[src/rtl/full_st0_feed_tx.sv]
// Transmit-side feeder for the fully-connected stage 0 input port.
// Reads vectors from a single-port memory (1-cycle read latency) and streams
// them as element bursts through a 2-entry credit-controlled FIFO, so a
// continuously ready consumer receives one element per cycle.
module full_st0_feed_tx #(
    parameter int unsigned DATA_WIDTH = 32,
    parameter int unsigned ADDR_WIDTH = 6
) (
    input  logic                  clk,
    input  logic                  reset,
    input  logic                  start,
    input  logic [ADDR_WIDTH-1:0] base_addr,
    input  logic [ADDR_WIDTH:0]   vec_length,
    input  logic [7:0]            vec_count,
    output logic                  mem_rd_en,
    output logic [ADDR_WIDTH-1:0] mem_rd_addr,
    input  logic [DATA_WIDTH-1:0] mem_rd_data,
    output logic [DATA_WIDTH-1:0] stage_0_data,
    output logic                  stage_0_data_vld,
    output logic                  stage_0_data_fst,
    input  logic                  stage_0_data_rdy,
    output logic                  busy,
    output logic                  done
);

    typedef enum logic [1:0] {StIdle, StRun, StDrain, StFinish} state_e;

    localparam logic [ADDR_WIDTH:0]   LenOne  = 1;
    localparam logic [ADDR_WIDTH-1:0] AddrOne = 1;

    state_e state_q, state_d;

    // Job parameters latched on an accepted start
    logic [ADDR_WIDTH:0]   len_q;
    logic [7:0]            cnt_q;

    // Read sequencing counters and running address
    logic [ADDR_WIDTH:0]   elem_q;
    logic [7:0]            vec_q;
    logic [ADDR_WIDTH-1:0] addr_q;

    // One-deep read pipeline: a read issued last cycle returns data this cycle
    logic                  in_flight_q;
    logic                  fst_pipe_q;

    // 2-entry FIFO
    logic [DATA_WIDTH-1:0] fifo_data_q [2];
    logic                  fifo_fst_q  [2];
    logic                  wr_ptr_q;
    logic                  rd_ptr_q;
    logic [1:0]            occ_q;

    logic       push;
    logic       pop;
    logic       vld;
    logic [2:0] credit_sum;
    logic       credit_ok;
    logic       last_elem;
    logic       last_vec;
    logic       issue;
    logic       last_issue;
    logic       accept;

    // Datapath handshakes, credit check and end-of-job detection
    always_comb begin
        vld        = (occ_q != 2'd0);
        pop        = vld & stage_0_data_rdy;
        push       = in_flight_q;
        // Occupancy the FIFO will need once everything outstanding lands,
        // counting the slot freed by a pop in this same cycle.
        credit_sum = {1'b0, occ_q} + {2'b00, in_flight_q} - {2'b00, pop};
        credit_ok  = (credit_sum < 3'd2);
        last_elem  = (elem_q == (len_q - LenOne));
        last_vec   = (vec_q == (cnt_q - 8'd1));
        issue      = (state_q == StRun) && credit_ok;
        last_issue = issue && last_elem && last_vec;
        accept     = (state_q == StIdle) && start;
    end

    // Next-state logic and control outputs
    always_comb begin
        state_d   = state_q;
        mem_rd_en = issue;
        busy      = (state_q == StRun) || (state_q == StDrain);
        done      = (state_q == StFinish);
        unique case (state_q)
            StIdle: begin
                if (start) begin
                    if ((vec_length == '0) || (vec_count == 8'd0)) begin
                        state_d = StFinish;
                    end else begin
                        state_d = StRun;
                    end
                end
            end
            StRun: begin
                if (last_issue) begin
                    state_d = StDrain;
                end
            end
            StDrain: begin
                // Last element leaves when nothing else is buffered or in flight
                if (pop && (occ_q == 2'd1) && !in_flight_q) begin
                    state_d = StFinish;
                end
            end
            StFinish: begin
                state_d = StIdle;
            end
            default: begin
                state_d = StIdle;
            end
        endcase
    end

    // State register
    always_ff @(posedge clk or negedge reset) begin
        if (!reset) begin
            state_q <= StIdle;
        end else begin
            state_q <= state_d;
        end
    end

    // Job parameter capture and read counters
    always_ff @(posedge clk or negedge reset) begin
        if (!reset) begin
            len_q  <= '0;
            cnt_q  <= '0;
            elem_q <= '0;
            vec_q  <= '0;
            addr_q <= '0;
        end else if (accept) begin
            len_q  <= vec_length;
            cnt_q  <= vec_count;
            elem_q <= '0;
            vec_q  <= '0;
            addr_q <= base_addr;
        end else if (issue) begin
            // Address wraps naturally at 2^ADDR_WIDTH
            addr_q <= addr_q + AddrOne;
            if (last_elem) begin
                elem_q <= '0;
                vec_q  <= vec_q + 8'd1;
            end else begin
                elem_q <= elem_q + LenOne;
            end
        end
    end

    // Read pipeline: fst is decided at issue time and travels with the read
    always_ff @(posedge clk or negedge reset) begin
        if (!reset) begin
            in_flight_q <= 1'b0;
            fst_pipe_q  <= 1'b0;
        end else begin
            in_flight_q <= issue;
            fst_pipe_q  <= issue && (elem_q == '0);
        end
    end

    // FIFO storage, pointers and occupancy
    always_ff @(posedge clk or negedge reset) begin
        if (!reset) begin
            for (int i = 0; i < 2; i++) begin
                fifo_data_q[i] <= '0;
                fifo_fst_q[i]  <= 1'b0;
            end
            wr_ptr_q <= 1'b0;
            rd_ptr_q <= 1'b0;
            occ_q    <= 2'd0;
        end else begin
            if (push) begin
                fifo_data_q[wr_ptr_q] <= mem_rd_data;
                fifo_fst_q[wr_ptr_q]  <= fst_pipe_q;
                wr_ptr_q              <= ~wr_ptr_q;
            end
            if (pop) begin
                rd_ptr_q <= ~rd_ptr_q;
            end
            unique case ({push, pop})
                2'b10:   occ_q <= occ_q + 2'd1;
                2'b01:   occ_q <= occ_q - 2'd1;
                default: occ_q <= occ_q;
            endcase
        end
    end

    // Stream outputs come straight from the FIFO head
    always_comb begin
        mem_rd_addr      = addr_q;
        stage_0_data_vld = vld;
        stage_0_data     = fifo_data_q[rd_ptr_q];
        stage_0_data_fst = fifo_fst_q[rd_ptr_q] & vld;
    end

endmodule

[config.mk]
export PLATFORM = sky130hd
export DESIGN_NAME = full_st0_feed_tx
export DESIGN_NICKNAME = d
export VERILOG_FILES = /design/src/rtl/full_st0_feed_tx.sv
export SDC_FILE = /design/constraint.sdc
export NUM_CORES = 1
export LEC_CHECK = 0
export BUFFER_PORTS_ARGS = -buffer_cell sky130_fd_sc_hd__buf_4
export CAP_MARGIN = 20
export CORE_AREA = 2 2 195 120
export DETAILED_ROUTE_END_ITERATION = 6
export DIE_AREA = 0 0 197 122
export PLACE_DENSITY = 0.47
export SKIP_LAST_GASP = 1
export SLEW_MARGIN = 25
export SYNTH_ARGS = -nofsm -noshare
export SYNTH_HDL_FRONTEND = slang
export SYNTH_SLANG_ARGS = --single-unit
export TNS_END_PERCENT = 100
[constraint.sdc]
create_clock -name clk -period 4.3 [get_ports clk]
set_input_delay 1.075 -clock clk [delete_from_list [all_inputs] [get_ports clk]]
set_output_delay 1.075 -clock clk [all_outputs]
set_load 0.02 [all_outputs]
==> flow_summary_export.csv <==
group,metric,value,unit
final_layout,n_fill_cell,2322,
power_and_ir_drop,ir_drop,0.263,mV
final_layout,drive_gt1_share,38.9,%
route,via_per_inst,4.53,
route,drt-initial-drc-count,161,
global_routing,grt_max_degree,59,
power_and_ir_drop,power_density,751,nW/µm²
sta,drv_slew,0,
yosys,ys_seq_area_share,50.3,%
final_layout,seq_area,2750,µm²
worst_setup_path,worstPathArrival,2.80,ns
yosys,synth_compound_area_share,5.85,%
yosys,synthSimpleGateAreaFrac,12.5,%
die,die_area,24000,µm²
placement,place_hpwl,9.36,mm
yosys,synthMuxAreaShare,20.7,%
power_and_ir_drop,total_power,5.18,mW
placement,place.port_buffers,99,
final_layout,multi_input_area,2590,µm²
sta,setup_viol,0,
worst_setup_path,crit_chain,"inv_1 -> ha_1 -> nand2b_1 -> xnor2_1 -> nand2b_1 -> fa_1 -> xnor2_1 -> nand3_1 -> inv_1 -> buf_4",
final_layout,area_delta_synth_final,25.9,%
min_path,hold_path.class,"register to register",
clocking,root_buffer,"clkbuf_16",
yosys,synth_ff_type,"dfrtp_1",
yosys,yosys_warnings,0,
route,wirelength,13.0,mm
clocking,cts_resized,0,
die,die_y,122,µm
sta,timing.fmax,258,MHz
clocking,clk_path_buf_depth,2,
min_path,min_from,"fifo_data_q[1]$_DFFE_PN0P_",
sta,slew_headroom,41.1,%
yosys,ys_ff_latch,110,
worst_setup_path,path_delay_family,"adder cells",
sta,finClkSkew,0.0119,ns
sta,worst_pin_slew,0.882,ns
yosys,ys_types,40,
die,rows,43,
clocking,cts_setup_buffers,0,
sta,rsz0062_at_grt,"no",
yosys,synth-xor-area-share,4.64,%
yosys,synth_edf_count,0,
yosys,syn-num-nets,550,
clocking,cts.sinks,110,
worst_setup_path,crit_fanout,7,
worst_setup_path,timing.rr.start,"occ_q[1]$_DFFE_PN0P_",
worst_setup_path,cp.buffers_inverters,3,
power_and_ir_drop,leakage,3.08,nW
route,firstDrtPassIters,4,
worst_setup_path,max_stage_delay,0.41,ns
route,num_vias,3931,
placement,dpl_cell_area,6580,µm²
sta,fin_crit,3.88,ns
global_routing,grt-ovfl-total,0,
worst_setup_path,worstSetupStartpoint,"occ_q[1]$_DFFE_PN0P_",
route,drc_errors,0,
worst_setup_path,required,3.22,ns
clocking,worstSkewPairLatency,0.36,ns
clocking,cts_tree,"done",
sta,hold_viol_final,0,
sta,setup_slack,0.424,ns
clocking,cts-buffers-inserted,9,
worst_setup_path,end_kind,"output port",
global_routing,antenna_found_initial,0,
die,io_pins,100,
worst_setup_path,critical_path_class,"register to output port",
yosys,synth_area,5480,µm²
worst_setup_path,start_kind,"register",
die,start_util,24.4,%
die,coreArea,22500,µm²
global_routing,grt_pass1_vias,4091,
route,wl_per_cell,14.9,µm
yosys,synth_cells,479,
global_routing,grt_pass1_wl,21.3,mm
job,cap_violations,0,
clocking,path_clk_slew,0.08,ns
global_routing,groute.usage.overall,11.3,%
final_layout,fin_util,30.7,%
sta,timing.final.crit_share,90.1,%
yosys,synthArstFlopShare,100,%
final_layout,diodes,0,
sta,tns,0,ns
route,antenna_left,0,
placement,gp_congestion,0.779,
die,die_w,197,µm
final_layout,nNetsFinal,642,
yosys,synth_top_family_by_area,"multiplexers",
final_layout,design_area,6900,µm²
worst_setup_path,cp_slowest_cell,"dfrtp_1",
placement,pre_cts_slack,0.457,ns
clocking,cts_max_level,3,
clocking,hold_buffers,0,
status,status,"finished, final reports clean",
yosys,synthAdderAreaFrac,3.33,%
yosys,syn_area_per_cell,11.4,µm²
state kept, by name, summed over array words and instances, names as in the netlist, 2 cells and up:
signal       flops
cnt_q            8
elem_q           7
fifo_data_q     64
fifo_fst_q       2
len_q            7
mem_rd_addr      6
occ_q            2
state_q          2
vec_q            8
layout by cell type (no fill, tap or decap), types with 10 or more instances in the layout:
cell and count:
dfrtp_1 110, xor2_1 13, buf_4 103, nor4_1 10, nand2_1 58, nand2b_1 11, inv_1 15, nand3_1 15
o21ai_0 18, ha_1 13, xnor2_1 16, mux2_2 98
power by group:
part | total [mW] | switching (mW) | leakage (nW) | internal [mW]
combinational | 2.47 | 1.23 | 1.58 | 1.23
sequential | 1.82 | 0.330 | 1.35 | 1.49
clock | 0.893 | 0.414 | 0.152 | 0.479
total | 5.18 | 1.98 | 3.08 | 3.20
per-stage QoR:
step / hold WS, ns / cells
6_report: 0.501 / 868
3_3_place_gp: 0.480 / 851
3_5_place_dp: 0.488 / 852
4_1_cts: 0.505 / 868
2_1_floorplan: 0.463 / 479
5_1_grt: 0.517 / 868
synthesized netlist by cell type, types with 5 or more instances:
library cell	n	area (µm²)
nand2_1	58	218
o31ai_1	5	37.5
nand2b_1	11	68.8
and3_1	7	43.8
dfrtp_1	110	2750
mux2_2	98	1100
nor2_1	8	30.0
a21oi_1	9	45.0
inv_1	15	56.3
xnor2_1	16	140
ha_1	13	163
nor3_1	8	40.0
clkbuf_1	17	63.8
o21ai_0	18	90.1
xor2_1	13	114
buf_1	6	22.5
nand3_1	15	75.1
nor4_1	10	62.6
layer usage:
layer  GRT usage, %  wire length [µm]
met5              0                 0
met4           2.87               116
met3           3.49               641
met2           17.1              5800
met1           15.6              6420
path summary, 6_finish.rpt:
| kind | endpoint | slack, ns | depth (start not counted) |
|---|---|---|---|
| max | mem_rd_en | 0.42 | 10 |
| min reg2reg | fifo_data_q[1]$_DFFE_PN0P_ | 0.50 | 1 |
| max reg2reg | state_q[1]$_DFFE_PN0P_ | 0.95 | 13 |
| min | fifo_data_q[1]$_DFFE_PN0P_ | 0.50 | 1 |
| min in group asynchronous | fifo_data_q[36]$_DFFE_PN0P_ | 0.76 | 1 |
| max in group asynchronous | fifo_data_q[58]$_DFFE_PN0P_ | 2.74 | 2 |
cells by family after synthesis:
group | after synthesis
xor gates and xnor gates | 29
buffers and inverters | 39
DFF | 110
muxes | 101
and+or+nand+nor | 137
AOI/OAI and AO/OA | 49
adders and majority gates | 14
area by class of cell:
| class | count | share of cell area [%] |
|---|---|---|
| clock buffers | 10 | 3.47 |
| multi-input cells | 330 | 37.5 |
| inverters | 15 | 0.817 |
| clock inverters | 6 | 1.09 |
| well taps | 292 | 5.30 |
| flip-flops and latches | 110 | 39.9 |
| repair buffers | 105 | 11.9 |
worst register-to-register path: cells and delay by family, from the launching register on:
| family | cells | cell delay [ns] |
|---|---|---|
| compound gates | 1 | 0.09 |
| xor+xnor | 2 | 0.36 |
| fa+ha+maj | 2 | 0.60 |
| buf+inv | 2 | 0.29 |
| flops | 1 | 0.41 |
| simple gates | 6 | 1.46 |
No activity file was read; power rests on OpenSTA's default activity.
